==> src/rtl/btn_debounce_pulse.sv <==
// Push-button conditioner: two-flop synchronizer, hold-time qualification FSM,
// registered debounced level, one-cycle press/release strobes and a wrapping press count.
module btn_debounce_pulse #(
    parameter int unsigned CNT_MAX = 999_999,
    parameter int unsigned CNT_W   = 20
) (
    input  logic       clk,
    input  logic       rst,
    input  logic       btn_in,
    output logic       btn_db,
    output logic       btn_pulse,
    output logic       btn_rel,
    output logic [7:0] press_cnt
);

    localparam int unsigned      PCNT_W   = 8;
    localparam logic [CNT_W-1:0] CNT_LAST = CNT_W'(CNT_MAX);

    typedef enum logic [1:0] {
        LOW,
        WAIT_HI,
        HIGH,
        WAIT_LO
    } state_e;

    state_e            state_q, state_d;
    logic [CNT_W-1:0]  cnt_q, cnt_d;
    logic              s1_q, s2_q;
    logic              db_q, db_d;
    logic              pulse_q, pulse_d;
    logic              rel_q, rel_d;
    logic [PCNT_W-1:0] press_q, press_d;

    // Two-flop synchronizer; nothing downstream looks at btn_in directly.
    always_ff @(posedge clk) begin
        if (rst) begin
            s1_q <= 1'b0;
            s2_q <= 1'b0;
        end else begin
            s1_q <= btn_in;
            s2_q <= s1_q;
        end
    end

    always_ff @(posedge clk) begin
        if (rst) begin
            state_q <= LOW;
            cnt_q   <= '0;
            db_q    <= 1'b0;
            pulse_q <= 1'b0;
            rel_q   <= 1'b0;
            press_q <= '0;
        end else begin
            state_q <= state_d;
            cnt_q   <= cnt_d;
            db_q    <= db_d;
            pulse_q <= pulse_d;
            rel_q   <= rel_d;
            press_q <= press_d;
        end
    end

    // A new level is accepted only after s2 holds it for CNT_MAX+2 consecutive samples.
    always_comb begin
        state_d = state_q;
        cnt_d   = cnt_q;
        db_d    = db_q;
        pulse_d = 1'b0;
        rel_d   = 1'b0;
        press_d = press_q;
        case (state_q)
            LOW: begin
                if (s2_q) begin
                    state_d = WAIT_HI;
                    cnt_d   = '0;
                end
            end
            WAIT_HI: begin
                if (!s2_q) begin
                    state_d = LOW;
                    cnt_d   = '0;
                end else if (cnt_q == CNT_LAST) begin
                    state_d = HIGH;
                    cnt_d   = '0;
                    db_d    = 1'b1;
                    pulse_d = 1'b1;
                    press_d = press_q + PCNT_W'(1);
                end else begin
                    cnt_d = cnt_q + CNT_W'(1);
                end
            end
            HIGH: begin
                if (!s2_q) begin
                    state_d = WAIT_LO;
                    cnt_d   = '0;
                end
            end
            WAIT_LO: begin
                if (s2_q) begin
                    state_d = HIGH;
                    cnt_d   = '0;
                end else if (cnt_q == CNT_LAST) begin
                    state_d = LOW;
                    cnt_d   = '0;
                    db_d    = 1'b0;
                    rel_d   = 1'b1;
                end else begin
                    cnt_d = cnt_q + CNT_W'(1);
                end
            end
            default: begin
                state_d = LOW;
                cnt_d   = '0;
            end
        endcase
    end

    assign btn_db    = db_q;
    assign btn_pulse = pulse_q;
    assign btn_rel   = rel_q;
    assign press_cnt = press_q;

endmodule

==> config.mk <==
export PLATFORM = sky130hd
export DESIGN_NAME = btn_debounce_pulse
export DESIGN_NICKNAME = d
export VERILOG_FILES = /design/src/rtl/btn_debounce_pulse.sv
export SDC_FILE = /design/constraint.sdc
export NUM_CORES = 1
export LEC_CHECK = 0
export BUFFER_PORTS_ARGS = -buffer_cell sky130_fd_sc_hd__buf_2
export CAP_MARGIN = 10
export CELL_PAD_IN_SITES_DETAIL_PLACEMENT = 0
export CELL_PAD_IN_SITES_GLOBAL_PLACEMENT = 1
export CORE_ASPECT_RATIO = 0.8
export CORE_MARGIN = 2
export CORE_UTILIZATION = 44
export DETAILED_ROUTE_END_ITERATION = 8
export PLACE_DENSITY_LB_ADDON = 0.1
export SYNTH_ARGS = -nofsm -noshare
export SYNTH_HDL_FRONTEND = slang
export SYNTH_SLANG_ARGS = --single-unit
==> constraint.sdc <==
create_clock -name clk -period 2.67 [get_ports clk]
set_input_delay 0.4005 -clock clk [delete_from_list [all_inputs] [get_ports clk]]
set_output_delay 0.4005 -clock clk [all_outputs]
set_load 0.05 [all_outputs]
==> flow_metrics.py <==
metrics = {
    "outcome": {
        "status": "complete, no violations",
    },
    "yosys": {
        "synth_cells": 196,
        "netlist_area_um2": 1688,
        "yosysMostFrequentCell": "dfxtp_1",
        "ys_types": 41,
        "yosysWarnings": 0,
        "ys_seq_area_share_pct": 41.51,
        "async_flop_share_pct": 0,
        "synth_top_area_share_pct": 41.51,
        "syn_nets": 201,
        "synth_area_leaders": "dfxtp_1 (42%), nand3_1 (5.0%), nand2_1 (4.9%)",
        "synth.ff_latch_count": 35,
        "synth_top_cell_by_area": "dfxtp_1",
        "ys_top_cells_by_count": "dfxtp_1 (35), nand2_1 (22), nand3_1 (17)",
        "synth_edf_count": 0,
        "avgSynthCellArea_um2": 8.612,
        "synth-main-ff-cell": "dfxtp_1",
    },
    "die": {
        "rows": 20,
        "die_w_um": 73.25,
        "dieArea_um2": 4350,
        "io-pin-count": 14,
        "dieHeight_um": 59.40,
        "core_area_um2": 3729,
        "initial_utilization_pct": 45.27,
    },
    "timing": {
        "skew_ns": 0.001674,
        "min_period_over_period_pct": 87.24,
        "setup_viol": 0,
        "worst_pin_slew_ns": 0.7335,
        "slew_headroom_pct": 50.72,
        "hold_violations": 0,
        "grt_setup_unrepaired": "no",
        "fmax_mhz": 429.3,
        "fin_setup_tns_ns": 0,
        "post-route-min-period_ns": 2.329,
        "fin_ws_ns": 0.3406,
        "maxSlewViolCount": 0,
    },
    "clock_network": {
        "cts_root_buffer": "clkbuf_8",
        "cts.clk_slew.worst_paths_ns": 0.07,
        "cts_setup_buffers": 0,
        "ctsResizeCount": 0,
        "cts.sink_count": 35,
        "clk_latency_ns": 0.28,
        "hold_buffers": 0,
        "cts-htree-levels": 2,
        "tritoncts.num_buffers": 5,
        "clockBufferDepth": 2,
        "cts_tree": "built",
    },
    "power": {
        "vdd_drop_max_uv": 288.3,
        "leakage_nw": 0.6823,
        "power.density_nw_per_um2": 551.5,
        "fin_total_pwr_w": 0.001045,
    },
    "global_routing": {
        "grt_first_pass_wirelength_um": 6044,
        "grt_busiest_layer": "met2",
        "antenna_found_initial": 0,
        "track_usage_pct": 17.97,
        "met2_usage_pct": 26.64,
        "grt_overflow": 0,
        "use_met1_pct": 25.53,
        "grt_pass1_vias": 1343,
        "grt_max_degree": 24,
        "grtUsageMet3_pct": 4.592,
    },
    "layout": {
        "multi_input_area_um2": 930.9,
        "utilization_pct": 50.84,
        "drive_gt1_share_pct": 12.80,
        "seqCellArea_um2": 700.7,
        "design_area_um2": 1896,
        "fill_cells": 363,
        "insertedDiodeCount": 0,
        "syn_to_final_growth_pct": 12.31,
        "final_nets": 215,
    },
    "routing": {
        "dr.pass1.iters": 4,
        "ant_nets": 0,
        "drc_errors": 0,
        "wl_per_cell_um": 13.60,
        "drtIter0Drc": 97,
        "vias": 1449,
        "vias_per_cell": 5.682,
        "drt_wl_total_um": 3469,
    },
    "setup_path": {
        "worstPathArrival_ns": 2.54,
        "critPathCaptureType": "flop",
        "worstReg2RegStart": "cnt_q[0]",
        "crit_fanout": 13,
        "r2r-end": "press_cnt[7]",
        "worstPathRequired_ns": 2.89,
        "reg2regPathDepth": 6,
        "worstSetupPathType": "flop to flop",
        "reg2reg_slack_ns": 0.34,
        "critPathLaunchType": "flop",
    },
    "placed_design": {
        "portBuffers": 13,
        "routabilityCongestion": 0.7182,
        "dpl_worst_slack_ns": 0.3657,
        "dpl_cell_area_um2": 1778,
        "dp_hpwl_um": 2461,
    },
    "min_path": {
        "hp-start": "btn_in",
        "hold_depth": 2,
        "hold_class": "primary input to flop",
        "holdPathEnd": "s1_q",
    },
    "run": {
        "max-cap-violations": 0,
    },
}
==> worst max-delay path, stage by stage, from the launching register on <==
cell,delay (ns)
dfxtp_1,0.38
ha_1,0.25
nand3_4,0.15
nor4_4,0.46
nand3_2,0.31
or4_1,0.56
a21oi_1,0.14
==> worst max-delay path by stage <==
| stage | endpoint | start | slack [ns] |
|---|---|---|---|
| after floorplan | press_cnt[4] | cnt_q[0] | 0.73 |
| after detailed placement | press_cnt[7] | cnt_q[0] | 0.37 |
| after CTS | press_cnt[7] | cnt_q[0] | 0.34 |
| final | press_cnt[7] | cnt_q[0] | 0.34 |
| after global routing | press_cnt[7] | cnt_q[0] | 0.11 |
| after global placement | press_cnt[7] | cnt_q[0] | 0.43 |
==> layout make-up <==
class / count / area share (%)
Multi-Input combinational cell: 149 / 49.11
Clock inverter: 2 / 1.848
Clock buffer: 6 / 4.356
Inverter: 5 / 0.9901
Timing Repair Buffer: 14 / 3.828
Sequential cell: 35 / 36.96
Tap cell: 44 / 2.904
==> placed cells by master, fill, tap and decap left out, types with 2 or more instances in the layout <==
cell	Yosys	final
nand3_1	17	17
o21ai_0	7	7
a31oi_1	10	10
or4_1	3	3
nor2b_1	3	3
a211o_1	2	2
and3_1	2	2
inv_1	5	5
ha_1	2	2
nor4_4	2	2
a41oi_1	2	2
buf_2	1	13
or2b_1	4	4
o22a_1	2	2
nor3b_1	2	2
nor4_1	2	2
or3_1	5	5
nand4_1	2	2
xnor2_1	4	4
mux2i_1	4	4
dfxtp_1	35	35
o31ai_1	2	2
xor2_1	4	4
a21oi_1	15	15
nor2_1	14	14
nor3_1	6	6
nand2_1	22	22
clkbuf_8	0	6
==> kinds of logic after synthesis <==
family                   count (synthesis)  synth area share [%]
flip-flops                              35                 41.51
AND/OR/NAND/NOR                         90                 30.32
AO/OA/AOI/OAI                           45                 16.53
adder cells (fa/ha/maj)                  2                 1.482
multiplexers                             4                 2.372
XOR/XNOR                                 8                 4.151
buffers and inverters                   12                 3.632
==> metal layers <==
metal  up-vias  share of wire (%)
li1        748                  -
met1       676                 51
met2        21                 44
met3         4                3.1
met4         0               0.95
met5         -                  0
==> flip-flops by register name (all words and copies together) (netlist names), named ones only <==
| register | flops |
|---|---|
| btn_rel | 1 |
| s2_q | 1 |
| s1_q | 1 |
| btn_db | 1 |
| press_cnt | 8 |
| btn_pulse | 1 |
| state_q | 1 |
| cnt_q | 20 |
==> through the flow <==
| stage | hold WS [ns] | std cells |
|---|---|---|
| finish | 0.3308 | 255 |
| floorplan | 0.4138 | 196 |
| detailed placement | 0.4359 | 247 |
| global route | 0.3437 | 255 |
| CTS | 0.3294 | 255 |
| global placement | 0.4265 | 247 |
==> report_power, final <==
group	switching, W	internal [W]	leakage (nW)
Combinational	0.0000207	0.00000667	0.339
Sequential	0.00000273	0.000525	0.282
Clock	0.000188	0.000302	0.0612
Note: power is estimated with default switching activity, not from simulation.
